===== src/rtl/ave8_pkg.sv =====
// Shared types and constants for the three-digit BCD display path.
package ave8_pkg;

  typedef enum logic [1:0] {
    IDLE  = 2'd0,
    SHIFT = 2'd1,
    DONE  = 2'd2
  } state_t;

  localparam int BCD_W      = 4;
  localparam int NUM_DIGITS = 3;
  localparam int ACC_W      = BCD_W * NUM_DIGITS;

  localparam logic [BCD_W-1:0] BLANK_CODE_DEFAULT = 4'hF;

  // Double-dabble correction: a nibble of 5..9 becomes 8..12, so no carry out.
  function automatic logic [BCD_W-1:0] add3(input logic [BCD_W-1:0] nib);
    return (nib >= 4'd5) ? nib + 4'd3 : nib;
  endfunction

endpackage


===== src/rtl/bcd_shift_step.sv =====
// One double-dabble step: per-nibble add-3, then shift left with the next binary bit.
module bcd_shift_step
  import ave8_pkg::*;
(
  input  logic [ACC_W-1:0] acc_in,
  input  logic             msb_in,
  output logic [ACC_W-1:0] acc_out
);

  logic [ACC_W-1:0] adj;

  for (genvar gi = 0; gi < NUM_DIGITS; gi++) begin : g_nib
    assign adj[gi*BCD_W +: BCD_W] = add3(acc_in[gi*BCD_W +: BCD_W]);
  end

  assign acc_out = {adj[ACC_W-2:0], msb_in};

endmodule


===== src/rtl/bcd_display_ctrl.sv =====
// Binary-to-BCD display controller feeding three seven-segment decoders.
// Optional macro LEADING_ZERO_BLANK_EN blanks leading zero hundreds/tens digits.
module bcd_display_ctrl
  import ave8_pkg::*;
#(
  parameter int               IN_W       = 8,
  parameter logic [BCD_W-1:0] BLANK_CODE = BLANK_CODE_DEFAULT
) (
  input  logic             CLOCK,
  input  logic             RESET,
  input  logic [IN_W-1:0]  in_value,
  input  logic             in_valid,
  output logic             in_ready,
  input  logic             freeze,
  output logic [BCD_W-1:0] digit_units,
  output logic [BCD_W-1:0] digit_tens,
  output logic [BCD_W-1:0] digit_hun,
  output logic             upd_pulse,
  output logic             busy
);

  localparam int CNT_W = (IN_W > 1) ? $clog2(IN_W) : 1;
  localparam logic [CNT_W-1:0] CNT_LAST = CNT_W'(IN_W - 1);

`ifdef LEADING_ZERO_BLANK_EN
  localparam logic [BCD_W-1:0] RST_HUN  = BLANK_CODE;
  localparam logic [BCD_W-1:0] RST_TENS = BLANK_CODE;
`else
  localparam logic [BCD_W-1:0] RST_HUN  = '0;
  localparam logic [BCD_W-1:0] RST_TENS = '0;
`endif

  state_t           state_reg, state_next;
  logic [IN_W-1:0]  sr_reg;
  logic [ACC_W-1:0] acc_reg;
  logic [ACC_W-1:0] acc_step;
  logic [CNT_W-1:0] cnt_reg;
  logic [BCD_W-1:0] hun_new, tens_new;

  bcd_shift_step u_step (
    .acc_in  (acc_reg),
    .msb_in  (sr_reg[IN_W-1]),
    .acc_out (acc_step)
  );

  always_ff @(posedge CLOCK or posedge RESET) begin
    if (RESET) state_reg <= IDLE;
    else       state_reg <= state_next;
  end

  always_comb begin
    state_next = state_reg;
    case (state_reg)
      IDLE:    if (in_valid) state_next = SHIFT;
      SHIFT:   if (cnt_reg == CNT_LAST) state_next = DONE;
      DONE:    state_next = IDLE;
      default: state_next = IDLE;
    endcase
  end

  assign in_ready = (state_reg == IDLE);
  assign busy     = (state_reg != IDLE);

`ifdef LEADING_ZERO_BLANK_EN
  assign hun_new  = (acc_reg[11:8] == 4'd0) ? BLANK_CODE : acc_reg[11:8];
  assign tens_new = (acc_reg[11:8] == 4'd0 && acc_reg[7:4] == 4'd0) ? BLANK_CODE : acc_reg[7:4];
`else
  assign hun_new  = acc_reg[11:8];
  assign tens_new = acc_reg[7:4];
`endif

  // All three digits load on the same edge so the display never mixes results.
  always_ff @(posedge CLOCK or posedge RESET) begin
    if (RESET) begin
      sr_reg      <= '0;
      acc_reg     <= '0;
      cnt_reg     <= '0;
      digit_hun   <= RST_HUN;
      digit_tens  <= RST_TENS;
      digit_units <= '0;
      upd_pulse   <= 1'b0;
    end else begin
      upd_pulse <= 1'b0;
      case (state_reg)
        IDLE: begin
          if (in_valid) begin
            sr_reg  <= in_value;
            acc_reg <= '0;
            cnt_reg <= '0;
          end
        end
        SHIFT: begin
          acc_reg <= acc_step;
          sr_reg  <= sr_reg << 1;
          cnt_reg <= cnt_reg + CNT_W'(1);
        end
        DONE: begin
          if (!freeze) begin
            digit_hun   <= hun_new;
            digit_tens  <= tens_new;
            digit_units <= acc_reg[3:0];
            upd_pulse   <= 1'b1;
          end
        end
        default: ;
      endcase
    end
  end

endmodule


===== config.mk =====
export PLATFORM = sky130hd
export DESIGN_NAME = bcd_display_ctrl
export DESIGN_NICKNAME = d
export VERILOG_FILES = /design/src/rtl/ave8_pkg.sv /design/src/rtl/bcd_shift_step.sv /design/src/rtl/bcd_display_ctrl.sv
export SDC_FILE = /design/constraint.sdc
export NUM_CORES = 1
export LEC_CHECK = 0
export CAP_MARGIN = 15
export CORE_MARGIN = 3
export CORE_UTILIZATION = 35
export DETAILED_ROUTE_END_ITERATION = 7
export GPL_TIMING_DRIVEN = 0
export MAX_ROUTING_LAYER = met4
export SLEW_MARGIN = 5
export SYNTH_ARGS = -nofsm -noshare
export SYNTH_HDL_FRONTEND = slang
export SYNTH_SLANG_ARGS = --single-unit

===== constraint.sdc =====
create_clock -name CLOCK -period 1.5 [get_ports CLOCK]
set_clock_uncertainty 0.1 [all_clocks]
set_input_delay 0.3 -clock CLOCK [delete_from_list [all_inputs] [get_ports CLOCK]]
set_output_delay 0.3 -clock CLOCK [all_outputs]
set_load 0.01 [all_outputs]

==> summary.txt <==
Global route
  – Antenna violations before repair: 0
  – Pin count of the biggest net entering global routing: 39
  – GRT met2 Usage: 23.8%
  – GRT overflow: 0
  – Total GRT Usage: 14.4%
  – Vias in the first global route: 1484
  – Met3 Use GR: approximately 3.7%
  – Gr busiest metal: met2
  – Met1 usage: 16.7%
  – First-pass GRT wire length: 6840 µm

Final layout
  – Most frequent cells in the layout: dfrtp_1, nand2_1, buf_4, dlygate4sd2_1, o21ai_0
  – Layout fillers: 474
  – Fraction of layout cells with a size suffix above 1: 29.6%
  – FF/Latch Area: 951 µm²
  – Nets: roughly 240
  – Max reg flops: 12
  – Area Growth Syn to Fin: 36.8%
  – Commonest non-fill, non-tap cell in the layout: dfrtp_1
  – Core Util, Final: 51.8%
  – Area of the multi-input gates: 916 µm²
  – Antenna diodes: 0

Yosys
  – Post-Synth Adder-Cell Area: 5.35%
  – Post-Synth XOR/XNOR Area: 0.936%
  – Asr flop ratio synth: 100%
  – Mux cell area share after synthesis: 7.22%
  – Syn Nets: between 150 and 200
  – Largest family of logic cells by synthesized area: compound AO/OA/AOI/OAI gates
  – Mapped Area: between 0.0015 and 0.002 mm²
  – Syn Area/Cell: about 11 µm²
  – Post-synth EDFFs: 0
  – Syn. warnings: 0
  – Simple-Gate Fraction of Synth Area: 11.0%
  – Post-synthesis compound-gate area fraction: ~18%
  – Top_reg_cell synth: dfrtp_1
  – Yosys reg bits: 38
  – Cell variety after synth: 30
  – Post-synthesis sequential area ratio: between 50% and 60%
  – Synthesized netlist cell count: 167

Clock network
  – Root Buffer: clkbuf_8
  – Clock sink total: 38
  – Worst-path clk slew: around 0.070 ns
  – Depth of the CTS H-tree: 2
  – TritonCTS buffer count: 5
  – Post-CTS Hold Fix Bufs: 0
  – Later-pin clock latency in the skew report: around 0.29 ns
  – CTS tree: done
  – Maximum clock path buffer count: 2

Floorplan
  – Total I/O pin count: 27
  – Die Height: ~79 µm
  – Die area: 0.00626 mm²
  – Initial core utilization: 37.8%
  – Site row count: 25
  – Die X: 79.1 µm
  – Core area: 0.00494 mm²

Worst setup path
  – WP data arrival: 1.26 ns
  – Worst reg-to-reg setup slack: -0.05 ns
  – CP required: around 1.1 ns
  – Crit path launch type: register
  – CP Class: register to primary output
  – Critical Path End Type: primary output
  – Worst reg-to-reg path cell count: 4
  – Crit path max fanout: 2
  – FF-to-FF End: digit_hun[2]$_DFFE_PP0P_
  – Worst r2r src: state_reg[0]$_DFFE_PP0P_

STA
  – RSZ-0062 raised after global routing: true
  – Hold_ws: 0.368 ns
  – Final hold vios: 0
  – Fmax: roughly 600 MHz
  – Tightest Pin Transition: slightly below 0.8 ns
  – Setup ws final: -0.164 ns
  – Setup violators final: 14
  – Setup TNS: -0.724 ns
  – Slew HR: between 40% and 50%
  – Post-route minimum period: 1.66 ns
  – Final Slew Violations: 0
  – Final period util: 111%

Routing
  – Post-route ant nets: 0
  – Iteration-0 DRC Markers: 85
  – Routed len/inst: 15.0 µm
  – Avg Vias per Cell: 5.10
  – Total Wirelength: around 4300 µm
  – Residual DRC: 0
  – First drt pass iteration count: 4
  – Via count: 1444

Run status
  – Violated checks: setup timing
  – Status: finished with violations

Placement
  – Port-buffer cells: 26
  – Routability cong.: 0.763
  – Dpl hpwl: 2770 µm

Pwr
  – LEAKAGE: 0.00126 µW
  – Worst VDD drop: 677 µV
  – Pwr dens: between 1500 and 2000 mW/mm²

Worst hold path
  – Hold WC Path Type: input pin to async pin

Flow run
  – MaxCap Viol Count: 0
==> how the worst max path moves through the flow <==
stage,start,end,slack (ns)
final,state_reg[0]$_DFFE_PP0P_,in_ready,-0.16
after global routing,state_reg[0]$_DFFE_PP0P_,in_ready,-0.23
after CTS,state_reg[0]$_DFFE_PP0P_,in_ready,-0.18
after detailed placement,state_reg[0]$_DFFE_PP0P_,in_ready,-0.50
after global placement,RESET,acc_reg[2]$_DFFE_PP0P_,-0.58
after floorplan,state_reg[0]$_DFFE_PP0P_,in_ready,0.05
==> worst max-delay path, cell delays in order (launching register included) <==
cell     delay, ns
dfrtp_1       0.39
buf_6         0.12
buf_6         0.10
or2_4         0.22
inv_2         0.05
buf_6         0.09
==> Yosys cell counts, types with 4 or more instances <==
| library cell | n | area share (%) |
|---|---|---|
| mux2_1 | 9 | 5.4 |
| dfrtp_1 | 38 | 51 |
| o21ai_0 | 12 | 3.2 |
| and3b_1 | 7 | 3.3 |
| a21oi_1 | 8 | 2.1 |
| nand2b_1 | 4 | 1.3 |
| nor2b_1 | 4 | 1.3 |
| ha_1 | 8 | 5.4 |
| nand2_1 | 17 | 3.4 |
| inv_1 | 15 | 3.0 |
| o2111ai_1 | 6 | 2.8 |
==> layout make-up <==
cell class,instances,area share (%)
Tap cell,67,3.28
Timing Repair Buffer,41,14.6
Clock buffer,7,3.37
Multi-Input combinational cell,105,35.8
Sequential cell,38,37.2
Clock inverter,1,0.196
Inverter,15,2.20
Buffer,9,3.42
==> per-layer routing <==
layer / vias to the layer above / part of all wire, %
li1: 694 / -
met1: 703 / 44
met2: 39 / 50
met3: 8 / 4.7
met4: 0 / 1.5
met5: - / 0
==> logic make-up (layout without fill, tap and decap cells) <==
| group | Yosys count | in the layout |
|---|---|---|
| adders and majority gates | 8 | 8 |
| AOI/OAI and AO/OA | 48 | 48 |
| xor gates and xnor gates | 2 | 2 |
| and+or+nand+nor | 35 | 35 |
| buffers and inverters | 24 | 73 |
| muxes | 12 | 12 |
| DFF | 38 | 38 |
==> stage by stage <==
stage	cell area, µm²	instances	setup WS [ns]	total power [µW]
after floorplan	1870	167	0.0546	3040
after global placement	2220	260	-0.581	3620
after detailed placement	2220	260	-0.500	3750
after CTS	2400	279	-0.178	4600
after global routing	2560	283	-0.229	5350
final	2560	283	-0.164	5000
==> repair_timing <==
item | in CTS | in global routing
resized for setup | 31 | 31
setup endpoints to repair | 40 | 25
buffers inserted | 11 | 3
pin swaps | 1 | 1
cloned | 0 | 1
==> where the power goes <==
group          internal (µW)  total (µW)  switching [µW]
clock                    370         709             339
sequential              1430        1690             257
combinational           1360        2610            1250
total                   3160        5000            1840
Power figures use the tool's default switching activity.
